--- src/rtl/activity_pkg.sv ---
// Constants shared by the step front end and the high-activity time accumulator.
// The CLK_HZ pair selects simulation or hardware window length.
package activity_pkg;
  localparam int CNT_W_DFLT       = 16;
  localparam int HIGH_THRESH_DFLT = 64;
  localparam int CLK_HZ_SIM       = 100;
  localparam int CLK_HZ_HW        = 100_000_000;
endpackage

--- src/rtl/pulse_sync_edge.sv ---
// Synchronizes an async level and emits a registered one-cycle pulse per rising edge.
// Latency STAGES+1 clk edges from first sample high; no backpressure.
module pulse_sync_edge #(
  parameter int STAGES = 2
) (
  input  logic clk,
  input  logic reset,
  input  logic sig,
  output logic rise
);

  logic [STAGES-1:0] sync;
  logic              edge_q;

  always_ff @(posedge clk) begin
    if (reset) begin
      sync   <= '0;
      edge_q <= 1'b0;
      rise   <= 1'b0;
    end else begin
      sync   <= {sync[STAGES-2:0], sig};
      edge_q <= sync[STAGES-1];
      rise   <= sync[STAGES-1] & ~edge_q;
    end
  end

endmodule

--- src/rtl/step_rate_window.sv ---
// Step strobe, one-second tick, per-window step count with high-activity flag, saturating total.
// Strobe lags step_in by SYNC_STAGES+1 edges; window results update on the tick edge; no backpressure.
module step_rate_window
  import activity_pkg::*;
#(
  parameter int CLK_HZ      = CLK_HZ_HW,
  parameter int HIGH_THRESH = HIGH_THRESH_DFLT,
  parameter int CNT_W       = CNT_W_DFLT,
  parameter int SYNC_STAGES = 2
) (
  input  logic             clk,
  input  logic             reset,
  input  logic             step_in,
  output logic             step_strobe,
  output logic             sec_tick,
  output logic [CNT_W-1:0] steps_last_sec,
  output logic             high_sec,
  output logic [CNT_W-1:0] step_total
);

  localparam int               DIV_W     = (CLK_HZ > 1) ? $clog2(CLK_HZ) : 1;
  localparam logic [DIV_W-1:0] DIV_LAST  = DIV_W'(CLK_HZ - 1);
  localparam logic [CNT_W-1:0] CNT_MAX   = '1;
  localparam logic [CNT_W-1:0] THRESH    = CNT_W'(HIGH_THRESH);
  // A threshold wider than the counter can never be met; keep the flag low.
  localparam bit               THRESH_OK = (longint'(HIGH_THRESH) <= ((longint'(1) << CNT_W) - 1));

  logic [DIV_W-1:0] div_cnt;
  logic [CNT_W-1:0] win_cnt;
  logic [CNT_W-1:0] closed;

  pulse_sync_edge #(
    .STAGES(SYNC_STAGES)
  ) u_sync (
    .clk   (clk),
    .reset (reset),
    .sig   (step_in),
    .rise  (step_strobe)
  );

  assign sec_tick = (div_cnt == DIV_LAST);

  // Window count including this cycle's strobe, so a strobe on the tick lands in the closing window.
  always_comb begin
    closed = win_cnt;
    if (step_strobe && (win_cnt != CNT_MAX)) begin
      closed = win_cnt + CNT_W'(1);
    end
  end

  always_ff @(posedge clk) begin
    if (reset) begin
      div_cnt        <= '0;
      win_cnt        <= '0;
      steps_last_sec <= '0;
      high_sec       <= 1'b0;
      step_total     <= '0;
    end else begin
      div_cnt <= sec_tick ? '0 : div_cnt + DIV_W'(1);
      if (sec_tick) begin
        steps_last_sec <= closed;
        high_sec       <= THRESH_OK && (closed >= THRESH);
        win_cnt        <= '0;
      end else begin
        win_cnt <= closed;
      end
      if (step_strobe && (step_total != CNT_MAX)) begin
        step_total <= step_total + CNT_W'(1);
      end
    end
  end

endmodule

--- config.mk ---
export PLATFORM = sky130hd
export DESIGN_NAME = step_rate_window
export DESIGN_NICKNAME = d
export VERILOG_FILES = /design/src/rtl/activity_pkg.sv /design/src/rtl/pulse_sync_edge.sv /design/src/rtl/step_rate_window.sv
export SDC_FILE = /design/constraint.sdc
export NUM_CORES = 1
export LEC_CHECK = 0
export ABC_AREA = 1
export CAP_MARGIN = 40
export CORE_ASPECT_RATIO = 1.75
export CORE_MARGIN = 5
export CORE_UTILIZATION = 50
export CTS_CLUSTER_SIZE = 24
export DETAILED_ROUTE_END_ITERATION = 7
export MAX_ROUTING_LAYER = met4
export PLACE_DENSITY = 0.71
export SLEW_MARGIN = 20
export SYNTH_ARGS = -nofsm -noshare
export SYNTH_HDL_FRONTEND = slang
export SYNTH_SLANG_ARGS = --single-unit
export TNS_END_PERCENT = 10
--- constraint.sdc ---
create_clock -name clk -period 3.2 [get_ports clk]
set_input_delay 0.48 -clock clk [delete_from_list [all_inputs] [get_ports clk]]
set_output_delay 0.48 -clock clk [all_outputs]
set_load 0.02 [all_outputs]
# == After elaboration in Yosys (flattened, before gate mapping) ==
# Cells that the tools add are included.
# W data, S select, Z words.
# op_classes
div_mod_pow,0
reduce_logical,3
shifts,0
n_eq_ne,3
n_mul,0
n_addsub,3
order_cmp,1
n_mux,1
bitwise_logic,2
# op_table
operator,n
$add A16 B1 Y16 const B,2
$ne A16 B16 Y1 const B,2
$add A27 B1 Y27 const B,1
$eq A27 B27 Y1 const B,1
$ge A16 B7 Y1 const B,1
$mux W16,1
$logic_and A1 B1 Y1,2
$reduce_or A2 Y1,1
$and A1 B1 Y1,1
$not A1 Y1,1
# word_totals
rom_bits,0
regBits,80
ram_bits,0
latch_bits,0
memories,0

# == Longest topological paths before layout ==
# logic_depth
word_depth,4
depth_mapped,15
ltp_nobuf,15

# == Modules after synthesis ==
# Synthesis repeated with hierarchy kept, for this count alone.
# unflattened
cells_unflattened,537
area_unflattened_um2,3853.7
# modules_own_cells
mod,n_inst,area_per_inst_um2,cells_each,seq_area_each_um2
step_rate_window,1,3738.6,525,1521.5
pulse_sync_edge,1,115.1,12,80.1

# == Worst setup path after synthesis ==
# OpenSTA, ideal clock, no wires.
# synth_path
kind,register to register
from,reg div_cnt[0]
to,reg high_sec
t_arrival_ns,1.673
synth_period_minus_slack_ns,1.782
path_buffers,0
slack_ns,1.418
stages_incl_launch_ff,11
cell_sequence,dfxtp_1 > ha_1 > nand3_2 > nor3_4 > inv_2 > nor3_4 > nand3_1 > nor2_1 > nand3_1 > nand2_1 > inv_1
# synth_via
elab_chain_len,1
# synth_lines
element,line_no,rtl
from (decl),step_rate_window.sv:28,logic [DIV_W-1:0] div_cnt;
from (signal assigned),step_rate_window.sv:59,div_cnt <= sec_tick ? '0 : div_cnt + DIV_W'(1);
$eq A27 B27 Y1,step_rate_window.sv:41,assign sec_tick = (div_cnt == DIV_LAST);
via sec_tick,step_rate_window.sv:15,"output logic sec_tick,"
to (signal assigned),step_rate_window.sv:62,high_sec <= THRESH_OK && (closed >= THRESH);
to (decl),step_rate_window.sv:17,"output logic high_sec,"
# The timed path passes the listed nets, and every way through them passes these cells.
# A chain may end at the register's enable or synchronous reset.

# == Worst setup path after layout ==
# layout_path
from,reg div_cnt[0]
to,out sec_tick
# layout_via
elab_chain_len,1
# layout_lines
element,line_no
$eq A27 B27 Y1,step_rate_window.sv:41
to (decl),step_rate_window.sv:15
# Every way passes these cells.

==> results by group <==
Cells and area
  – Multi-input logic area: 1920 um2
  – Layout area overhead: 18.4%
  – Fillers: 722
  – Share of layout cells above drive strength 1: 9.29%
  – Register area: 1600 um2
  – ANT cells: 0
  – Layout Nets: ~600

Timing
  – Fin. Hold Viols: 0
  – Max Freq: 359 MHz
  – Fin crit share: 87.0%
  – Max-slew headroom: 70.1%
  – Worst-Margin Slew: 448 ps
  – Max-slew violations: 0
  – RSZ-0062 raised after global routing: false
  – Fin crit period: roughly 2800 ps
  – Setup Skew: 8.16 ps
  – Final TNS setup: 0 ps
  – Final Setup Violations: 0

Drt
  – # DRC: 0
  – Max Used Layer: met4
  – Routed WL: roughly 8600 um
  – M1 WL: 3180 um
  – Final ANT Viol Nets: 0
  – Drt wl/cell: around 13 um
  – Routed vias/inst: 5.29
  – DRT Pass-1 Iters: 4
  – Vias: 3540
  – Met2 WL: between 4000 and 5000 um
  – Initial DRC Count: between 150 and 200
  – WL met3: around 310 um

Synthesis
  – Synth top cells by count: nand2_1, dfxtp_1, nor2_1, inv_1, nand3_1
  – Mapped cell area: 3830 um2
  – Most frequent cell after synthesis: nand2_1
  – Number of synthesized flops with an enable pin: 0
  – #FFs+latches synth: 80
  – Ys async rst share: 0%
  – Cells after Synth: 537
  – Syn avg cell area: 7.14 um2
  – Warnings, synthesis: 0
  – Distinct cells, synth: 37
  – Mapped Nets: ~540
  – Synth top area cells: dfxtp_1, nand2_1, nor2_1
  – Largest area contributor in the synthesized netlist: dfxtp_1
  – Post-synth top area share: 41.8%
  – Register area share after synthesis: 41.8%
  – Main synth FF type: dfxtp_1

Clocking
  – H-tree levels: 3
  – CTS root buf: clkbuf_16
  – Reg clk slew, reported paths: 50 ps
  – Clock sink count: 80
  – Post CTS Setup Buffer Count: 0
  – Clock tree buffer depth: 2
  – CTS resizes: 0
  – CTS tree: done
  – Worst-Skew Late Latency: 340 ps
  – Total CTS buffers: 9
  – Cts hold-fix bufs: 0

Worst hold path
  – Hold WC Path Type: flip-flop to flip-flop
  – Hold Path Depth: 1
  – Hold Path Sink: u_sync.rise
  – Hold Startpoint: u_sync.edge_q

Pwr
  – Power Density: 429 nW/um2
  – Pleak: 1.69 nW
  – Total power: 1.95 mW
  – Worst vdd ir: ~0.00032 V

Die
  – Initial core utilization: approximately 51%
  – Row count: 42
  – Core Area: approximately 7500 um2
  – # IOs: 38
  – Die Y: 126 um
  – Chip width: 76.2 um
  – Die area: 9590 um2

Setup path
  – Crit-path most repeated cell: nor3_4
  – CP max stage delay: 660 ps
  – Crit path max-delay family: buffers and inverters
  – CP startpoint: div_cnt[0]
  – RR Startpoint: win_cnt[0]
  – R2r setup slk: about 1100 ps
  – Crit path required time: 2720 ps
  – Endpoint type of the worst setup path: output pin
  – Worst path depth: 6
  – Crit-path max FO: 5
  – CP bufs+invs: 2
  – Critical path, cell by cell: ha_1 > nand3_2 > nor3_4 > inv_2 > nor3_4 > clkdlybuf4s50_1
  – Critical path arrival: 2300 ps
  – Worst r2r path cells: 14
  – Setup crit start kind: flip-flop
  – Slowest-stage cell, CP: clkdlybuf4s50_1
  – Worst reg2reg path endpoint: high_sec
  – Kind of critical path: flip-flop to output pin

GRT
  – Vias in the first global route: 3545
  – Global route total overflow: 0
  – Tot GR Track Use: 19.6%
  – Initial antenna violation count: 0
  – Largest net degree at the start of global routing: 44
  – First-pass GRT wire length: 15100 um

Placement
  – Buffers on Ports: 37
  – GP Congestion: about 0.94
  – Post-DP HPWL: roughly 6500 um

Outcome
  – Outcome: finished clean

Flow run
  – Max-Cap Viols: 0
-- power by group --
| group | switching, mW | internal, mW |
|---|---|---|
| Sequential | 0.00523 | 1.00 |
| Combinational | 0.0310 | 0.0150 |
| Clock | 0.358 | 0.536 |
| Total | 0.394 | 1.55 |
-- per-layer routing --
| metal | vias to the layer above | GRT usage [%] |
|---|---|---|
| met3 | 28 | 4.14 |
| met5 | - | - |
| met1 | 1638 | 17.9 |
| li1 | 1806 | - |
| met4 | 0 | 10.9 |
| met2 | 68 | 36.7 |
-- worst max-delay path by stage --
| stage | endpoint | slack, ps |
|---|---|---|
| floorplan | high_sec | 1420 |
| global placement | sec_tick | 820 |
| detailed placement | sec_tick | 770 |
| CTS | sec_tick | 400 |
| global route | sec_tick | 300 |
| finish | sec_tick | 420 |
-- final cells by class --
cell class / instances / area share (%)
Multi-Input combinational cell: 378 / 42.2
Sequential cell: 80 / 35.3
Timing Repair Buffer: 42 / 8.98
Inverter: 67 / 5.54
Clock buffer: 13 / 5.51
Tap cell: 88 / 2.42
Clock inverter: 1 / 0.110
-- placed cells by master (no fill, tap or decap), drive strengths merged, types with 2 or more instances in the layout --
cell / count
nand2: 123
nor2: 85
dfxtp: 80
inv: 66
nand3: 50
clkdlybuf4s50: 37
o21ai: 26
a21oi: 21
nor3: 20
clkbuf: 13
nand4: 12
xnor2: 11
xor2: 7
nor3b: 6
buf: 5
o21a: 3
ha: 3
a31oi: 2
nor4: 2
clkinv: 2
-- flip-flops by register name, indices dropped and copies added, names as in the netlist --
register	cells
div_cnt	27
step_total	16
steps_last_sec	16
win_cnt	16
u_sync.sync	2
high_sec	1
u_sync.edge_q	1
u_sync.rise	1
-- stage by stage --
| stage | instance area [um2] | cells | hold WS [ps] | utilization, % | setup WS [ps] |
|---|---|---|---|---|---|
| after floorplan | 3830 | 537 | 373 | - | 1420 |
| after global placement | 4290 | 655 | 384 | 57.0 | 819 |
| after detailed placement | 4290 | 655 | 385 | 57.0 | 765 |
| after CTS | 4540 | 669 | 392 | 60.4 | 399 |
| after global routing | 4540 | 669 | 412 | 60.4 | 297 |
| final | 4540 | 669 | 389 | 60.4 | 416 |
-- kinds of logic after synthesis --
group | Yosys count | share of synthesized area (%)
and+or+nand+nor | 301 | 36.2
DFF | 80 | 41.8
buffers and inverters | 79 | 8.29
AOI/OAI and AO/OA | 55 | 8.45
xor gates and xnor gates | 18 | 4.11
adders and majority gates | 3 | 0.979
muxes | 1 | 0.261
(Power assumes the default switching activity.)
